File: src/rtl/state_dump_unit.sv
// Streams the register file followed by data memory over a valid/ready channel,
// reading each word through the dedicated combinational read ports.
module state_dump_unit #(
  parameter int unsigned DATA_WIDTH    = 32,
  parameter int unsigned NUM_REGS      = 32,
  parameter int unsigned NUM_MEM_WORDS = 10,
  parameter int unsigned IDX_WIDTH     = 6
) (
  input  logic                  clock,
  input  logic                  reset,
  input  logic                  start,
  output logic [4:0]            rf_addr,
  input  logic [DATA_WIDTH-1:0] rf_data,
  output logic [31:0]           dm_addr,
  input  logic [DATA_WIDTH-1:0] dm_data,
  output logic                  out_valid,
  input  logic                  out_ready,
  output logic [DATA_WIDTH-1:0] out_data,
  output logic                  out_is_mem,
  output logic [IDX_WIDTH-1:0]  out_index,
  output logic                  busy,
  output logic                  done
);

  typedef enum logic [1:0] {StIdle, StFetch, StSend, StDone} state_e;

  localparam logic [IDX_WIDTH-1:0] LastReg = IDX_WIDTH'(NUM_REGS - 1);
  localparam logic [IDX_WIDTH-1:0] LastMem = IDX_WIDTH'(NUM_MEM_WORDS - 1);

  state_e                state_q, state_d;
  logic [IDX_WIDTH-1:0]  cnt_q, cnt_d;
  logic                  phase_q, phase_d;   // 0 = registers, 1 = data memory
  logic [DATA_WIDTH-1:0] data_q, data_d;
  logic                  is_mem_q, is_mem_d;
  logic [IDX_WIDTH-1:0]  index_q, index_d;
  logic                  valid_q, valid_d;

  always_comb begin
    state_d  = state_q;
    cnt_d    = cnt_q;
    phase_d  = phase_q;
    data_d   = data_q;
    is_mem_d = is_mem_q;
    index_d  = index_q;
    valid_d  = valid_q;
    rf_addr  = '0;
    dm_addr  = '0;

    case (state_q)
      StIdle: begin
        if (start) begin
          state_d = StFetch;
          cnt_d   = '0;
          phase_d = 1'b0;
        end
      end
      StFetch: begin
        if (phase_q) begin
          dm_addr = 32'(cnt_q) << 2;
          data_d  = dm_data;
        end else begin
          rf_addr = 5'(cnt_q);
          data_d  = rf_data;
        end
        is_mem_d = phase_q;
        index_d  = cnt_q;
        valid_d  = 1'b1;
        state_d  = StSend;
      end
      StSend: begin
        // Output registers hold untouched until the consumer takes the word.
        if (out_ready) begin
          valid_d = 1'b0;
          if (!phase_q && (cnt_q == LastReg)) begin
            cnt_d   = '0;
            phase_d = 1'b1;
            state_d = StFetch;
          end else if (phase_q && (cnt_q == LastMem)) begin
            state_d = StDone;
          end else begin
            cnt_d   = cnt_q + 1'b1;
            state_d = StFetch;
          end
        end
      end
      StDone: begin
        state_d = StIdle;
      end
      default: begin
        state_d = StIdle;
      end
    endcase
  end

  always_ff @(posedge clock) begin
    if (reset) begin
      state_q  <= StIdle;
      cnt_q    <= '0;
      phase_q  <= 1'b0;
      data_q   <= '0;
      is_mem_q <= 1'b0;
      index_q  <= '0;
      valid_q  <= 1'b0;
    end else begin
      state_q  <= state_d;
      cnt_q    <= cnt_d;
      phase_q  <= phase_d;
      data_q   <= data_d;
      is_mem_q <= is_mem_d;
      index_q  <= index_d;
      valid_q  <= valid_d;
    end
  end

  assign out_valid  = valid_q;
  assign out_data   = data_q;
  assign out_is_mem = is_mem_q;
  assign out_index  = index_q;
  assign busy       = (state_q != StIdle);
  assign done       = (state_q == StDone);

endmodule
File: config.mk
export PLATFORM = sky130hd
export DESIGN_NAME = state_dump_unit
export DESIGN_NICKNAME = d
export VERILOG_FILES = /design/src/rtl/state_dump_unit.sv
export SDC_FILE = /design/constraint.sdc
export NUM_CORES = 1
export LEC_CHECK = 0
export BUFFER_PORTS_ARGS = -buffer_cell sky130_fd_sc_hd__buf_2
export CORE_MARGIN = 5
export CORE_UTILIZATION = 39
export CTS_BUF_LIST = sky130_fd_sc_hd__clkbuf_16
export DETAILED_ROUTE_END_ITERATION = 10
export PLACE_DENSITY_LB_ADDON = 0.05
export SKIP_LAST_GASP = 1
export SYNTH_ARGS = -nofsm -noshare
export SYNTH_HDL_FRONTEND = slang
export SYNTH_SLANG_ARGS = --single-unit
File: constraint.sdc
create_clock -name clock -period 1.6 [get_ports clock]
set_input_delay 0.32 -clock clock [delete_from_list [all_inputs] [get_ports clock]]
set_output_delay 0.32 -clock clock [all_outputs]
set_load 0.02 [all_outputs]
==> results of run 1 <==
==> routing by layer <==
layer / GRT usage [%] / wire length, um
met2: 26.0 / 3280
met5: 0 / 0
met1: 20.1 / 2820
met3: 5.59 / 585
met4: 3.78 / 66
==> worst paths after layout <==
| check | from | to | slack, ns |
|---|---|---|---|
| min | reset | phase_q | 0.33 |
| max | state_q[0] | dm_addr[6] | -0.002 |
| min reg2reg | out_index[3] | out_index[3] | 0.45 |
| max reg2reg | cnt_q[4] | cnt_q[4] | 0.04 |
==> power by group <==
group	total [W]	switching [W]	internal, W	leakage [nW]
Combinational	0.000604	0.000358	0.000246	1.09
Sequential	0.00134	0.0000455	0.00129	0.403
Clock	0.00101	0.000441	0.000568	0.0748
==> kinds of logic (layout without fill, tap and decap cells) <==
family	count (synthesis)	count (layout)	synth area share, %
flops	49	49	39.6
fa+ha+maj	2	2	1.01
mux	33	33	13.4
buf+inv	52	159	12.4
simple gates	87	87	16.3
other cells	1	26	0.151
xor+xnor	1	1	0.353
compound gates	57	57	16.9
==> what timing repair did <==
| action | in CTS | in global routing |
|---|---|---|
| gates resized for setup | 14 | 25 |
| setup buffers | 5 | 3 |
| endpoints found under the hold margin | 0 | 0 |
| pin swaps | 4 | 8 |
| gates cloned | 1 | 1 |
| endpoints found under the setup margin | 11 | 31 |
==> per-stage QoR <==
step,setup WS [ns],instance area [um^2],std cells
2_1_floorplan,0.0142,2590,307
3_3_place_gp,0.0772,3140,473
3_5_place_dp,0.0473,3140,473
4_1_cts,-0.0245,3410,487
5_1_grt,-0.0748,3550,491
6_report,-0.00160,3550,491
==> area by class of cell <==
type	instances	area [um^2]	area share, %
flip-flops and latches	49	993	27.9
inverters	5	21.3	0.598
well taps	77	96.3	2.71
repair buffers	146	930	26.2
clock buffers	5	125	3.52
multi-input cells	206	1380	38.7
clock inverters	3	13.8	0.387
==> flip-flops by register name, summed over array words and instances (netlist names) <==
signal,count
out_index,6
phase_q,1
out_is_mem,1
out_valid,1
cnt_q,6
state_q,2
out_data,32
==> layout by cell type, fill, tap and decap left out, types with 2 or more instances in the layout <==
| cell | synthesis | layout |
|---|---|---|
| sky130_fd_sc_hd__dfxtp_4 | 0 | 3 |
| sky130_fd_sc_hd__inv_1 | 5 | 5 |
| sky130_fd_sc_hd__buf_6 | 1 | 9 |
| sky130_fd_sc_hd__buf_4 | 26 | 22 |
| sky130_fd_sc_hd__buf_2 | 6 | 110 |
| sky130_fd_sc_hd__and2_1 | 5 | 5 |
| sky130_fd_sc_hd__nand4_1 | 2 | 2 |
| sky130_fd_sc_hd__o21ai_0 | 6 | 6 |
| sky130_fd_sc_hd__and3_4 | 0 | 3 |
| sky130_fd_sc_hd__nor3_4 | 0 | 2 |
| sky130_fd_sc_hd__buf_12 | 0 | 2 |
| sky130_fd_sc_hd__nand2_1 | 18 | 17 |
| sky130_fd_sc_hd__clkinv_2 | 0 | 2 |
| sky130_fd_sc_hd__ha_1 | 2 | 2 |
| sky130_fd_sc_hd__nor2_1 | 40 | 36 |
| sky130_fd_sc_hd__a211oi_1 | 33 | 33 |
| sky130_fd_sc_hd__nor2_4 | 0 | 4 |
| sky130_fd_sc_hd__conb_1 | 1 | 26 |
| sky130_fd_sc_hd__or3_1 | 2 | 2 |
| sky130_fd_sc_hd__a21oi_1 | 14 | 14 |
| sky130_fd_sc_hd__mux2i_1 | 32 | 32 |
| sky130_fd_sc_hd__nor3b_1 | 3 | 3 |
| sky130_fd_sc_hd__clkbuf_16 | 0 | 6 |
| sky130_fd_sc_hd__nand3_1 | 6 | 6 |
| sky130_fd_sc_hd__dfxtp_1 | 49 | 45 |
==> critical path, stage by stage (launching register included) <==
cell and delay [ns]:
sky130_fd_sc_hd__dfxtp_4 0.39, sky130_fd_sc_hd__inv_4 0.04, sky130_fd_sc_hd__nor2_4 0.22, sky130_fd_sc_hd__and3_4 0.24, sky130_fd_sc_hd__buf_6 0.11
==> metrics.log, run 1 <==
[metrics] number of cells traversed by the worst hold path: 3
[metrics] violated checks: setup timing
[metrics] most numerous cell in the Yosys netlist: sky130_fd_sc_hd__dfxtp_1
[metrics] TNS Setup: -0.00160 ns
[metrics] clock-pin slew on the worst setup and hold paths: 0.06 ns
[metrics] most common library cells after synthesis: 49 x sky130_fd_sc_hd__dfxtp_1, 40 x sky130_fd_sc_hd__nor2_1, 33 x sky130_fd_sc_hd__a211oi_1
[metrics] cts hold-fix bufs: 0
[metrics] pin count of the biggest net entering global routing: 45
[metrics] final layout net count: 483
[metrics] # IOs: 147
[metrics] cell count after synthesis: 282
[metrics] Clock Skew: 0.00502 ns
[metrics] count of antenna diodes in the layout: 0
[metrics] effective utilization at floorplan: 39.5%
[metrics] LEAKAGE: 1.57 nW
[metrics] quantity of I/O buffers inserted on ports: 120
[metrics] most frequently used flop master after synthesis: sky130_fd_sc_hd__dfxtp_1
[metrics] number of enable flip-flop cells after synthesis: 0
[metrics] proportion of synthesized chip area in sequential cells: 39.6%
[metrics] proportion of layout cells with a drive suffix above 1: 42.5%
[metrics] worst ir drop on vdd: 0.478 mV
[metrics] core region area: 0.00628 mm^2
[metrics] DR WL/cell: 13.8 um
[metrics] clock latency reported for the late side of the worst-skew pair: 0.29 ns
[metrics] placer congestion estimate: 0.832
[metrics] fin util: 56.6%
[metrics] count of max-cap constraint violations: 0
[metrics] startpoint class of the critical path: register
[metrics] share of the cycle needed by the critical path after routing: 100%
[metrics] setup repair after global routing missed its margin: yes
[metrics] final hold viol count: 0
[metrics] vias in the first global route: 2219
[metrics] hpwl dp: 4720 um
[metrics] drc violations: 0
[metrics] post-synthesis instance area: 0.00248 mm^2
[metrics] die width: 89.7 um
[metrics] number of search-and-repair iterations in the first detailed-routing pass: 4
[metrics] per-cell via count in the routed design: 4.72
[metrics] Worst Path Required: 1.28 ns
[metrics] area share of the largest cell type after synthesis: 39.6%
[metrics] aggregate global routing overflow: 0
[metrics] post-synthesis cell type with the largest combined area: sky130_fd_sc_hd__dfxtp_1
[metrics] overall via count from detail_route: 2316
[metrics] cell depth of the worst flop-to-flop path: 3
[metrics] min setup slack post-route: -0.00160 ns
[metrics] Achievable Freq: 624 MHz
[metrics] total CTS buffers: 5
[metrics] Worst Path Max Fanout: 8
[metrics] number of failing setup endpoints in the final timing report: 1
[metrics] final critical path time including I/O delays and setup: 1.60 ns
[metrics] total number of H-tree levels: 2
[metrics] clk buf depth: 2
[metrics] FFs w/ async S/R, synth: 0%
[metrics] average size of a mapped cell: 8.79 um^2
[metrics] Crit Path Class: register to primary output
[metrics] total power of the final layout: 0.00295 W
[metrics] run status: finished, violations left
[metrics] global-route wire length before repair: 10800 um
[metrics] number of sinks handled by clock tree synthesis: 49
[metrics] Std-Cell Rows: 29
[metrics] number of library cell types mapped by synthesis: 33
[metrics] antenna violations before repair: 0
[metrics] detailed router's first-iteration violation count: 137
[metrics] sum of routed wire length over all layers: 6750 um
[metrics] Critical Path Sink Type: primary output
[metrics] clock root buffer master: sky130_fd_sc_hd__clkbuf_16
[metrics] post-route ant nets: 0
[metrics] hold crit path type: input pin to register
[metrics] global routing usage summed across all routing layers: 15.9%
[metrics] Seq cells post-synth: 49
[metrics] Layout Area Growth over Synthesis: 43.3%
[metrics] clock tree from TritonCTS: built
[metrics] fill cell count: 578
[metrics] die area: 0.00805 mm^2
[metrics] power per cell area: 830 mW/mm^2
[metrics] worst-case hold slack: 0.331 ns
[metrics] die height: 89.7 um
[metrics] Area contributors post-synth: sky130_fd_sc_hd__dfxtp_1 40%, sky130_fd_sc_hd__mux2i_1 13%, sky130_fd_sc_hd__a211oi_1 10%, sky130_fd_sc_hd__buf_4 7.9%, sky130_fd_sc_hd__nor2_1 6.1%
[metrics] Final Max Tran Viols: 0
[metrics] count of warnings emitted by yosys: 0
[metrics] arrival time at the worst endpoint: 1.28 ns
(Power assumes the default switching activity.)
==> run 2: changes to the inputs <==
--- a/config.mk
+++ b/config.mk
@@ -13,2 +13,3 @@
 export PLACE_DENSITY_LB_ADDON = 0.05
+export REMOVE_ABC_BUFFERS = 1
 export SKIP_LAST_GASP = 1
==> constraint.sdc (replaced) <==
create_clock -name clock -period 1.6 [get_ports clock]
set_input_delay 0.24 -clock clock [delete_from_list [all_inputs] [get_ports clock]]
set_output_delay 0.24 -clock clock [all_outputs]
set_load 0.02 [all_outputs]
==> metrics.log, run 2 (synthesis results as in run 1) <==
[metrics] run status: finished, final reports clean
[metrics] worst ir drop on vdd: 0.387 mV
[metrics] drc violations: 0
[metrics] fill cell count: 600
[metrics] proportion of layout cells with a drive suffix above 1: 40.7%
[metrics] FF-to-FF End: cnt_q[5]
[metrics] Critical Path Sink Type: register
[metrics] final layout net count: 482
[metrics] clock latency reported for the late side of the worst-skew pair: 0.28 ns
[metrics] Layout Area Growth over Synthesis: 41.1%
[metrics] Crit Reg-Reg Startpoint: cnt_q[4]
[metrics] number of sinks handled by clock tree synthesis: 49
[metrics] worst-case hold slack: 0.250 ns
[metrics] Largest register FFs: 32
[metrics] number of search-and-repair iterations in the first detailed-routing pass: 4
[metrics] aggregate global routing overflow: 0
[metrics] Worst-Margin Slew: 0.528 ns
[metrics] total number of H-tree levels: 2
[metrics] number of failing setup endpoints in the final timing report: 0
[metrics] hpwl dp: 4850 um
[metrics] DR WL/cell: 13.7 um
[metrics] Achievable Freq: 630 MHz
[metrics] min setup slack post-route: 0.0139 ns
[metrics] setup repair after global routing missed its margin: yes
[metrics] count of max-cap constraint violations: 0
[metrics] post-route ant nets: 0
[metrics] final hold viol count: 0
[metrics] placer congestion estimate: 0.814
[metrics] clock root buffer master: sky130_fd_sc_hd__clkbuf_16
[metrics] arrival time at the worst endpoint: 1.76 ns
[metrics] source of the worst hold timing path: reset
[metrics] overall via count from detail_route: 2301
[metrics] power per cell area: 843 mW/mm^2
[metrics] startpoint class of the critical path: register
[metrics] total power of the final layout: 0.00295 W
[metrics] per-cell via count in the routed design: 4.70
[metrics] number of cells traversed by the worst hold path: 3
[metrics] die width: 89.7 um
[metrics] final critical path time including I/O delays and setup: 1.59 ns
[metrics] antenna violations before repair: 0
[metrics] count of antenna diodes in the layout: 0
[metrics] core region area: 0.00628 mm^2
[metrics] Worst Path Required: 1.78 ns
[metrics] global routing usage summed across all routing layers: 16.6%
[metrics] quantity of I/O buffers inserted on ports: 120
[metrics] clock tree from TritonCTS: built
[metrics] Slew headroom: 64.8%
[metrics] hold crit path type: input pin to register
[metrics] global-route wire length before repair: 11200 um
[metrics] Final Max Tran Viols: 0
[metrics] share of the cycle needed by the critical path after routing: 99.1%
[metrics] Setup Slack @ Placement: 0.0365 ns
[metrics] TNS Setup: 0 ns
[metrics] effective utilization at floorplan: 39.5%
[metrics] clk buf depth: 2
[metrics] r2r setup slk: 0.01 ns
[metrics] Crit Path Class: register to register
[metrics] die height: 89.7 um
[metrics] clock-pin slew on the worst setup and hold paths: 0.06 ns
[metrics] cell depth of the worst flop-to-flop path: 4
[metrics] die area: 0.00805 mm^2
[metrics] # IOs: 147
[metrics] Clock Skew: 0.00508 ns
[metrics] total CTS buffers: 5
[metrics] sum of routed wire length over all layers: 6730 um
[metrics] cts hold-fix bufs: 0
[metrics] detailed router's first-iteration violation count: 67
[metrics] most common cell after layout, fill and taps aside: sky130_fd_sc_hd__buf_2
[metrics] commonest cells after routing, fill and taps aside: 109 x sky130_fd_sc_hd__buf_2, 46 x sky130_fd_sc_hd__dfxtp_1, 37 x sky130_fd_sc_hd__nor2_1
[metrics] LEAKAGE: 1.55 nW
[metrics] Std-Cell Rows: 29
[metrics] pin count of the biggest net entering global routing: 45
[metrics] vias in the first global route: 2314
[metrics] Worst Path Max Fanout: 5
[metrics] Min-Delay Endpoint: phase_q
[run 2: cell count changes in the layout (fill, tap and decap cells not counted), sizes merged]
cell    previous run  this run
clkinv             2         0
bufbuf             1         2
clkbuf             6         5
inv                6         8
buf              144       143
[run 2: worst max-delay path by stage]
stage / start / to
5_1_grt: cnt_q[4] / cnt_q[3]
4_1_cts: state_q[1] / rf_addr[2]
2_1_floorplan: state_q[0] / dm_addr[3]
3_3_place_gp: cnt_q[5] / cnt_q[3]
6_report: cnt_q[4] / cnt_q[5]
3_5_place_dp: state_q[1] / cnt_q[5]
[run 2: worst max-delay path: stages, from the launching register on]
cell	delay, ns
sky130_fd_sc_hd__dfxtp_2	0.32
sky130_fd_sc_hd__or4b_4	0.57
sky130_fd_sc_hd__o311ai_4	0.37
sky130_fd_sc_hd__or3_1	0.17
sky130_fd_sc_hd__a21oi_1	0.05
[run 2: cell type report]
type	instances	area, um^2	share of cell area (%)
sequential	49	990	28.3
clock inverter	3	11.3	0.322
clock buffer	5	125	3.58
tap	77	96.3	2.75
timing repair buffer	145	925	26.4
inverter	5	18.8	0.536
multi-input combinational	206	1330	38.1
[run 2: power by group]
part	switching, W	internal, W
combinational	0.000369	0.000263
clock	0.000426	0.000563
sequential	0.0000364	0.00129
total	0.000831	0.00212
[run 2: repair_timing]
action,CTS,global route
setup endpoints to repair,11,34
gates cloned,2,0
endpoints found under the hold margin,0,0
pin swaps,2,9
gates resized for setup,15,20
setup buffers,7,1
[run 2: layer usage]
layer / wire [um] / GRT usage [%] / up-vias
met5: 0 / 0 / -
met4: 61 / 4.16 / 0
met3: 609 / 6.68 / 7
met2: 3190 / 26.3 / 93
met1: 2880 / 20.9 / 1007
li1: - / - / 1194
[run 2: metrics by stage]
step / area (um^2) / std cells / util [%]
final: 3500 / 490 / 55.7
after global routing: 3500 / 490 / 55.7
after CTS: 3430 / 489 / 54.7
after detailed placement: 3130 / 472 / 49.8
after global placement: 3130 / 472 / 49.8
after floorplan: 2280 / 260 / -
==> run 3: changes to the inputs <==
ABC_AREA = 1   (was default)
==> metrics.log, run 3 <==
[metrics] cell count after synthesis: 333
[metrics] aggregate global routing overflow: 0
[metrics] Seq cells post-synth: 49
[metrics] average size of a mapped cell: 7.26 um^2
[metrics] Worst Path Required: 1.36 ns
[metrics] startpoint class of the critical path: register
[metrics] hpwl dp: 5310 um
[metrics] effective utilization at floorplan: 40.6%
[metrics] number of cells traversed by the worst hold path: 3
[metrics] share of the cycle needed by the critical path after routing: 94.3%
[metrics] Crit Path Class: register to primary output
[metrics] setup repair after global routing missed its margin: no
[metrics] total number of H-tree levels: 2
[metrics] drc violations: 0
[metrics] run status: finished, final reports clean
[metrics] per-cell via count in the routed design: 4.81
[metrics] Area contributors post-synth: sky130_fd_sc_hd__dfxtp_1 41%, sky130_fd_sc_hd__a21oi_1 15%, sky130_fd_sc_hd__nand2_1 9.9%, sky130_fd_sc_hd__buf_4 8.1%, sky130_fd_sc_hd__o21ai_0 6.6%
[metrics] power per cell area: 929 mW/mm^2
[metrics] proportion of synthesized chip area in sequential cells: 40.6%
[metrics] Clock Skew: 0.00255 ns
[metrics] clock-pin slew on the worst setup and hold paths: 0.06 ns
[metrics] final layout net count: 523
[metrics] Min-Delay Endpoint: out_data[2]
[metrics] Worst Path Max Fanout: 4
[metrics] FFs w/ async S/R, synth: 0%
[metrics] number of sinks handled by clock tree synthesis: 49
[metrics] Achievable Freq: 663 MHz
[metrics] Final Max Tran Viols: 0
[metrics] cts hold-fix bufs: 0
[metrics] Placed Cells: 518
[metrics] clock tree from TritonCTS: built
[metrics] commonest cells after routing, fill and taps aside: 112 x sky130_fd_sc_hd__buf_2, 74 x sky130_fd_sc_hd__a21oi_1, 59 x sky130_fd_sc_hd__nand2_1
[metrics] global routing usage summed across all routing layers: 17.4%
[metrics] multiplexer fraction of the synthesized cell area: 0%
[metrics] worst ir drop on vdd: 0.412 mV
[metrics] die height: 88.7 um
[metrics] r2r setup slk: 0.20 ns
[metrics] sum of routed wire length over all layers: 7190 um
[metrics] share of the synthesized area in compound gates (AO/OA/AOI/OAI): 23.6%
[metrics] placer congestion estimate: 0.861
[metrics] final hold viol count: 0
[metrics] most numerous cell in the Yosys netlist: sky130_fd_sc_hd__a21oi_1
[metrics] area share of the largest cell type after synthesis: 40.6%
[metrics] Setup Slack @ Placement: 0.214 ns
[metrics] quantity of I/O buffers inserted on ports: 120
[metrics] Non-Filler Instances: 527
[metrics] proportion of layout cells with a drive suffix above 1: 36.7%
[metrics] TNS Setup: 0 ns
[metrics] hold crit path type: input pin to register
[metrics] core region area: 0.00596 mm^2
[metrics] post-route ant nets: 0
[metrics] XOR/XNOR Fraction of Synth Area: 0%
[metrics] met2 wirelength from detailed routing: 3170 um
[metrics] most common library cells after synthesis: 74 x sky130_fd_sc_hd__a21oi_1, 64 x sky130_fd_sc_hd__nand2_1, 49 x sky130_fd_sc_hd__dfxtp_1
[metrics] count of antenna diodes in the layout: 0
[metrics] arrival time at the worst endpoint: 1.27 ns
[metrics] Critical Path Sink Type: primary output
[metrics] final critical path time including I/O delays and setup: 1.51 ns
[metrics] detailed router's first-iteration violation count: 131
[metrics] # IOs: 147
[metrics] die area: 0.00787 mm^2
[metrics] clk buf depth: 2
[metrics] highest signal layer in the routed design: met4
[metrics] LEAKAGE: 1.59 nW
[metrics] Std-Cell Rows: 28
[metrics] metal3 WL: 855 um
[metrics] pin count of the biggest net entering global routing: 36
[metrics] number of enable flip-flop cells after synthesis: 0
[metrics] source of the worst hold timing path: dm_data[2]
[metrics] min setup slack post-route: 0.0906 ns
[metrics] vias in the first global route: 2356
[metrics] post-synthesis cell type with the largest combined area: sky130_fd_sc_hd__dfxtp_1
[metrics] FF-to-FF End: cnt_q[5]
[metrics] number of failing setup endpoints in the final timing report: 0
[metrics] WL met1: 3100 um
[metrics] Crit Reg-Reg Startpoint: cnt_q[1]
[metrics] die width: 88.7 um
[metrics] number of library cell types mapped by synthesis: 27
[metrics] clock latency reported for the late side of the worst-skew pair: 0.28 ns
[metrics] antenna violations before repair: 0
[metrics] adder and majority gate portion of the synthesized area: 1.04%
[metrics] total CTS buffers: 5
[metrics] combinational family with the most area after synthesis: compound AO/OA/AOI/OAI gates
[metrics] DR WL/cell: 13.6 um
[metrics] most frequently used flop master after synthesis: sky130_fd_sc_hd__dfxtp_1
[metrics] clock root buffer master: sky130_fd_sc_hd__clkbuf_16
[metrics] most common cell after layout, fill and taps aside: sky130_fd_sc_hd__buf_2
[metrics] cell depth of the worst flop-to-flop path: 8
[metrics] count of max-cap constraint violations: 0
[metrics] overall via count from detail_route: 2536
[metrics] count of warnings emitted by yosys: 0
[metrics] placed cell areas: 0.00299 mm^2
[metrics] Largest register FFs: 32
[metrics] post-synthesis instance area: 0.00242 mm^2
[metrics] fin util: 54.1%
[metrics] cell area after layout: 0.00322 mm^2
[metrics] global-route wire length before repair: 11000 um
[metrics] Layout Area Growth over Synthesis: 33.2%
[metrics] Post-Synth Simple-Gate Area: 20.5%
[metrics] number of search-and-repair iterations in the first detailed-routing pass: 4
## run 3: cell types whose count changed in the layout (fill, tap and decap cells not counted), moves of 17 or more
cell                       delta
sky130_fd_sc_hd__mux2i_1     -32
sky130_fd_sc_hd__a211oi_1    -32
sky130_fd_sc_hd__a21oi_1     +60
sky130_fd_sc_hd__o21ai_0     +28
sky130_fd_sc_hd__nand2_1     +42
sky130_fd_sc_hd__nor2_1      -17
## run 3: critical path: stages (launching register included)
cell                      delay, ns
sky130_fd_sc_hd__dfxtp_4       0.37
sky130_fd_sc_hd__inv_2         0.07
sky130_fd_sc_hd__nor2_4        0.11
sky130_fd_sc_hd__buf_4         0.14
sky130_fd_sc_hd__nand2_4       0.06
sky130_fd_sc_hd__nor2_2        0.09
sky130_fd_sc_hd__buf_4         0.14
## run 3: power by group
part | internal, W | switching (W)
sequential | 0.00130 | 0.0000432
combinational | 0.000229 | 0.000445
clock | 0.000559 | 0.000409
## run 3: metrics by stage
step	hold slack [ns]	power [W]
finish	0.210	0.00299
global route	0.210	0.00315
CTS	0.203	0.00301
detailed placement	0.454	0.00203
global placement	0.446	0.00203
floorplan	0.309	0.00175
## run 3: logic make-up (layout without fill, tap and decap cells)
group                      count (synthesis)  in the layout
buffers and inverters                     59            153
adders and majority gates                  2              2
other                                      1             26
AOI/OAI and AO/OA                        111            111
DFF                                       49             49
and+or+nand+nor                          111            111
## run 3: repair_timing
action                                  in CTS  in global routing
endpoints found under the setup margin      11                 11
pin swaps                                    1                  4
gates resized for setup                      2                 20
buffers inserted                             1                  2
## run 3: layout make-up
type | count | area [um^2]
Inverter | 13 | 48.8
Multi-Input combinational cell | 250 | 1220
Clock buffer | 5 | 125
Sequential cell | 49 | 985
Tap cell | 75 | 93.8
Clock inverter | 1 | 5.00
Timing Repair Buffer | 134 | 742
Fill cell | 614 | 2740
## run 3: per-layer routing
| layer | GRT usage, % | vias up |
|---|---|---|
| met5 | 0 | - |
| li1 | - | 1289 |
| met4 | 4.95 | 0 |
| met2 | 27.6 | 131 |
| met3 | 4.00 | 8 |
| met1 | 23.8 | 1108 |
## run 3: how the worst max path moves through the flow
| stage | from | end | slack, ns |
|---|---|---|---|
| after global placement | state_q[0] | rf_addr[1] | 0.24 |
| after global routing | cnt_q[0] | cnt_q[0] | 0.002 |
| after CTS | state_q[0] | rf_addr[1] | 0.008 |
| after floorplan | phase_q | dm_addr[2] | -0.65 |
| after detailed placement | state_q[0] | rf_addr[1] | 0.21 |
| final | state_q[0] | dm_addr[3] | 0.09 |
